$ cat src/rtl/sme_pkg.sv
// Shared types and constants for the string-match-engine scheduler.
package sme_pkg;
  typedef enum logic [1:0] {ST_IDLE, ST_LOAD, ST_WAIT, ST_RESP} state_e;

  localparam int STR_MAX = 32;
  localparam int PAT_MAX = 8;

  localparam logic [7:0] CH_DOT    = 8'h2E;
  localparam logic [7:0] CH_CARET  = 8'h5E;
  localparam logic [7:0] CH_DOLLAR = 8'h24;
  localparam logic [7:0] CH_SPACE  = 8'h20;
endpackage

$ cat src/rtl/rr_arb2.sv
// Two-requester round-robin arbiter with a 1-bit priority pointer.
module rr_arb2 (
  input  logic       clk,
  input  logic       reset,
  input  logic [1:0] req,
  input  logic       advance,
  output logic [1:0] grant
);
  logic r_ptr;

  always_comb begin
    grant = req;
    if (req == 2'b11) grant = r_ptr ? 2'b10 : 2'b01;
  end

  // Pointer moves past the winner when it is chosen; it is only consulted in
  // IDLE, so this is indistinguishable from moving it after RESP.
  always_ff @(posedge clk or negedge reset) begin
    if (!reset)                  r_ptr <= 1'b0;
    else if (advance && |grant)  r_ptr <= grant[0];
  end
endmodule

$ cat src/rtl/sme_sched.sv
// Schedules two requesters onto a single string-match engine: arbitrate,
// stream string/pattern bytes, wait for the result, report it back.
module sme_sched
  import sme_pkg::*;
#(
  parameter int TIMEOUT = 255
) (
  input  logic       clk,
  input  logic       reset,
  input  logic [1:0] req,
  output logic [1:0] grant,
  input  logic [7:0] in_data0,
  input  logic [7:0] in_data1,
  input  logic       in_isstr0,
  input  logic       in_isstr1,
  input  logic       in_ispat0,
  input  logic       in_ispat1,
  output logic [7:0] sme_chardata,
  output logic       sme_isstring,
  output logic       sme_ispattern,
  input  logic       sme_valid,
  input  logic       sme_match,
  input  logic [4:0] sme_match_index,
  output logic [1:0] rsp_valid,
  output logic       rsp_match,
  output logic [4:0] rsp_index,
  output logic       rsp_err,
  output logic       busy
);
  localparam int WD_W = $clog2(TIMEOUT + 1);

  state_e          r_state;
  logic [5:0]      r_str_cnt;
  logic [3:0]      r_pat_cnt;
  logic            r_err;
  logic [WD_W-1:0] r_wd;

  logic [1:0] w_arb_grant;
  logic       w_advance;
  logic [7:0] w_data;
  logic       w_s, w_p, w_qual;
  logic       w_fwd_s, w_fwd_p, w_bad;
  logic       w_fall, w_wd_hit;

  assign w_advance = (r_state == ST_IDLE) && |req;

  rr_arb2 u_arb (
    .clk     (clk),
    .reset   (reset),
    .req     (req),
    .advance (w_advance),
    .grant   (w_arb_grant)
  );

  assign w_data   = grant[1] ? in_data1  : in_data0;
  assign w_s      = grant[1] ? in_isstr1 : in_isstr0;
  assign w_p      = grant[1] ? in_ispat1 : in_ispat0;
  assign w_qual   = w_s | w_p;
  assign w_fall   = (r_pat_cnt != 4'd0) && !w_p;
  assign w_wd_hit = (r_wd == WD_W'(TIMEOUT - 1));

  // A byte flagged as both kinds is treated as a string byte (and is an error).
  always_comb begin
    w_fwd_s = 1'b0;
    w_fwd_p = 1'b0;
    w_bad   = 1'b0;
    if (w_s) begin
      if (w_p) w_bad = 1'b1;
      if (r_pat_cnt != 4'd0 || r_str_cnt == 6'(STR_MAX)) w_bad = 1'b1;
      else                                               w_fwd_s = 1'b1;
    end else if (w_p) begin
      if (r_pat_cnt == 4'(PAT_MAX)) w_bad = 1'b1;
      else                          w_fwd_p = 1'b1;
    end
  end

  always_ff @(posedge clk or negedge reset) begin
    if (!reset) begin
      r_state       <= ST_IDLE;
      grant         <= 2'b00;
      busy          <= 1'b0;
      r_str_cnt     <= '0;
      r_pat_cnt     <= '0;
      r_err         <= 1'b0;
      r_wd          <= '0;
      sme_chardata  <= '0;
      sme_isstring  <= 1'b0;
      sme_ispattern <= 1'b0;
      rsp_valid     <= 2'b00;
      rsp_match     <= 1'b0;
      rsp_index     <= '0;
      rsp_err       <= 1'b0;
    end else begin
      rsp_valid <= 2'b00;
      // Outputs follow the selected requester only while loading; the byte
      // registered on the last LOAD cycle drains during the first WAIT cycle.
      if (r_state == ST_LOAD) begin
        sme_chardata  <= w_data;
        sme_isstring  <= w_fwd_s;
        sme_ispattern <= w_fwd_p;
      end else begin
        sme_chardata  <= '0;
        sme_isstring  <= 1'b0;
        sme_ispattern <= 1'b0;
      end

      unique case (r_state)
        ST_IDLE: begin
          r_str_cnt <= '0;
          r_pat_cnt <= '0;
          r_err     <= 1'b0;
          r_wd      <= '0;
          if (|req) begin
            grant   <= w_arb_grant;
            busy    <= 1'b1;
            r_state <= ST_LOAD;
          end
        end
        ST_LOAD: begin
          if (w_fwd_s) r_str_cnt <= r_str_cnt + 6'd1;
          if (w_fwd_p) r_pat_cnt <= r_pat_cnt + 4'd1;
          if (w_bad)   r_err     <= 1'b1;
          if (w_fall) begin
            r_wd    <= '0;
            r_state <= ST_WAIT;
          end else if (!w_qual) begin
            if (w_wd_hit) begin
              rsp_valid <= grant;
              rsp_match <= 1'b0;
              rsp_index <= '0;
              rsp_err   <= 1'b1;
              r_state   <= ST_RESP;
            end else begin
              r_wd <= r_wd + 1'b1;
            end
          end
        end
        ST_WAIT: begin
          if (sme_valid) begin
            rsp_valid <= grant;
            rsp_match <= sme_match;
            rsp_index <= sme_match_index;
            rsp_err   <= r_err;
            r_state   <= ST_RESP;
          end else if (w_wd_hit) begin
            rsp_valid <= grant;
            rsp_match <= 1'b0;
            rsp_index <= '0;
            rsp_err   <= 1'b1;
            r_state   <= ST_RESP;
          end else begin
            r_wd <= r_wd + 1'b1;
          end
        end
        ST_RESP: begin
          grant   <= 2'b00;
          busy    <= 1'b0;
          r_state <= ST_IDLE;
        end
        default: r_state <= ST_IDLE;
      endcase
    end
  end
endmodule
$ cat config.mk
export PLATFORM = sky130hd
export DESIGN_NAME = sme_sched
export DESIGN_NICKNAME = d
export VERILOG_FILES = /design/src/rtl/sme_pkg.sv /design/src/rtl/rr_arb2.sv /design/src/rtl/sme_sched.sv
export SDC_FILE = /design/constraint.sdc
export NUM_CORES = 1
export LEC_CHECK = 0
export CELL_PAD_IN_SITES_DETAIL_PLACEMENT = 0
export CELL_PAD_IN_SITES_GLOBAL_PLACEMENT = 1
export CORE_UTILIZATION = 41
export DETAILED_ROUTE_END_ITERATION = 7
export GPL_TIMING_DRIVEN = 0
export PLACE_DENSITY_LB_ADDON = 0.1
export RECOVER_POWER = 50
export SLEW_MARGIN = 20
export SYNTH_ARGS = -nofsm -noshare
export SYNTH_HDL_FRONTEND = slang
export SYNTH_SLANG_ARGS = --single-unit
$ cat constraint.sdc
create_clock -name clk -period 4.8 [get_ports clk]
set_input_delay 0.72 -clock clk [delete_from_list [all_inputs] [get_ports clk]]
set_output_delay 0.72 -clock clk [all_outputs]
set_load 0.01 [all_outputs]
==> metrics.md <==
| Metric | Value |
|---|---|
| Global Route Usage Sum | `18.88%` |
| Clock-pin slew on the worst setup and hold paths | `0.08 ns` |
| Post-CTS sizing | `0` |
| First-pass GRT wire length | `between 8 and 9 mm` |
| Final GP Congestion | `between 0.7 and 0.8` |
| #FFs+latches synth | `44` |
| Final hold vios | `0` |
| Status | `finished, final reports clean` |
| CTS buffer count | `5` |
| Worst rel slew slack | `between 7 and 8%` |
| Worst Path Required | `between 4 and 5 ns` |
| Worst path bufs/invs | `2` |
| Worst Skew | `around 0.0048 ns` |
| # Post-CTS Setup Buffers | `0` |
| CP arrival | `2.55 ns` |
| Yosys synthesis warning count | `0` |
| Initial Util | `43.85%` |
| Peak supply drop | `0.2709 mV` |
| WL/cell | `14.84 µm` |
| First-pass DRT Iterations | `4` |
| Crit path max-delay family | `buffers and inverters` |
| Reg area | `between 0.001 and 0.0015 mm²` |
| Cell variety after synth | `51` |
| Cell with the most instances after synthesis | `dfrtp_1` |
| Die Y | `around 77 µm` |
| Antenna fix cells | `0` |
| Syn nets | `between 200 and 300` |
| HPWL after DPL | `3.864 mm` |
| Synth Flop Type | `dfrtp_1` |
| First DRT Iteration DRCs | `around 120` |
| FILL cells | `482` |
| PwrDens | `about 570 mW/mm²` |
| Num ports | `53` |
| Synth Cell Area | `0.002311 mm²` |
| Antenna violations before repair | `0` |
| Lkg Pwr | `approximately 1.3 nW` |
| Pins Over Slew Limit | `0` |
| Fraction of the yosys area taken by sequential cells | `~48%` |
| Fin nets | `between 300 and 400` |
| Chip Width | `roughly 77 µm` |
| Pin count of the biggest net entering global routing | `27` |
| Area of the multi-input gates | `about 0.0011 mm²` |
| Avg Cell Area, Syn | `between 10 and 15 µm²` |
| Vias in the first global route | `roughly 1800` |
| Largest area contributor in the netlist | `dfrtp_1` |
| Synthesis-to-layout area growth | `32.32%` |
| Fin crit period | `between 2 and 2.5 ns` |
| Grt total ovfl | `0` |
| Fin crit share | `49.51%` |
| Crit path max fanout | `26` |
| Post-route DRC | `0` |
| # setup viols final | `0` |
| Clk root buf | `clkbuf_8` |
| CP peak stage delay | `1.08 ns` |
| Post-synthesis async set-or-reset flop share | `100.0%` |
| Total core area | `roughly 0.0053 mm²` |
| Max Fclk | `around 420 MHz` |
| Area share of the largest cell type after synthesis | `between 40% and 50%` |
| Number of I/O port buffers | `52` |
| Layout cell share with drive strength beyond 1 | `5.575%` |
| Worst Tran Pin Value | `roughly 1.4 ns` |
| Hold buffer count at cts | `0` |
| Slowest CP cell | `clkbuf_1` |
| Vias/cell | `approximately 5.4` |
| Most frequent CP cell | `clkbuf_1` |
| # rows | `26` |
| Hold Path Class | `flop to flop` |
| Worst-path cell chain | `clkbuf_1 -> clkbuf_1` |
| WL final | `roughly 5.3 mm` |
| CP Capture Type | `async pin` |
| RSZ-0062 raised after global routing | `no` |
| CTS sink cnt | `44` |
| Critical Path Start Type | `input port` |
| Antenna viol nets, final | `0` |
| Post-synth EDFFs | `0` |
| Crit Path Class | `input port to async pin` |
| Max Cap Violations | `0` |
| H-tree depth | `2` |
| Worst-Skew Late Latency | `0.29 ns` |
| Total number of vias | `roughly 1900` |
| DIE AREA | `between 0.005 and 0.006 mm²` |
| Fin Setup TNS | `0 ns` |
| Commonest cells in the netlist | `dfrtp_1, inv_1, nor2_1` |
| Deepest clock path buffer count | `2` |
| Syn Inst Count | `roughly 230` |
| CTS tree | `built` |
| Final total power | `between 1.5 and 2 mW` |
| Top cells by area, synth | `dfrtp_1, ha_1, mux2i_1, inv_1, a21oi_1` |
==> worst register-to-register path, cell delays in order, from the launching register on <==
cell	delay, ns
dfrtp_1	0.41
inv_1	0.11
ha_1	0.15
buf_4	0.17
and4bb_4	0.28
o211ai_1	0.30
or4_1	0.59
a21oi_1	0.16
==> kinds of logic after synthesis <==
kind of cell	share of synthesized area [%]
AO/OA/AOI/OAI	20.63
AND/OR/NAND/NOR	14.78
flip-flops	47.65
buffers and inverters	4.818
multiplexers	6.335
adder cells (fa/ha/maj)	5.414
XOR/XNOR	0.3791
==> where the power goes <==
group	internal, mW	switching, mW
logic	0.380	0.427
clock network	0.260	0.130
registers	0.486	0.0673
total	1.13	0.624
==> per-stage QoR <==
stage          worst slack (ns)  instances  util [%]  cell area (µm²)  hold WS [ns]
6_report                  2.424        357     58.02             3058        0.5006
5_1_grt                   1.857        357     58.02             3058        0.5336
4_1_cts                   2.645        357     58.69             3093        0.3730
3_5_place_dp              2.337        349     55.67             2934        0.4821
3_3_place_gp              1.765        348     55.39             2919        0.4761
2_1_floorplan             2.962        226         -             2311        0.4244
==> sequential cells by signal, summed over array words and instances (netlist names), 2 cells and up <==
signal	cells
r_str_cnt	6
rsp_valid	2
grant	2
r_wd	8
r_pat_cnt	4
rsp_index	5
r_state	2
sme_chardata	8
==> cell type report <==
| class | instances | area share (%) |
|---|---|---|
| Inverter | 20 | 2.455 |
| Timing Repair Buffer | 53 | 16.94 |
| Sequential cell | 44 | 36.01 |
| Clock inverter | 3 | 2.946 |
| Buffer | 7 | 1.064 |
| Tap cell | 70 | 2.864 |
| Multi-Input combinational cell | 155 | 35.47 |
| Clock buffer | 5 | 2.250 |
==> cell usage in the layout (no fill, tap or decap), types with 6 or more instances in the layout <==
cell,instances
nand3_1,9
nand2_1,13
a22o_1,6
a21oi_1,12
dfrtp_1,44
clkbuf_1,6
o21ai_0,11
nor2_1,15
ha_1,10
mux2i_1,12
inv_1,19
clkdlybuf4s50_1,50
==> per-layer routing <==
metal  vias up  track usage, %  share of wire (%)
met5         -               0                  0
met4         0           4.906               0.36
met3         2           4.643                3.9
met2        39           30.09                 49
met1       942           25.58                 47
li1        950               -                  -
==> worst paths after layout <==
path                       cells after the start         endpoint  startpoint  slack (ns)
min                                            1             busy        busy        0.50
min in group asynchronous                      1          r_wd[1]       reset        0.57
max in group clk                               6          r_wd[0]   in_ispat0        2.52
min reg2reg                                    1             busy        busy        0.50
max                                            2  sme_chardata[2]       reset        2.42
max reg2reg                                    7     r_str_cnt[5]  r_state[1]        2.56
No activity file was read; power rests on OpenSTA's default activity.
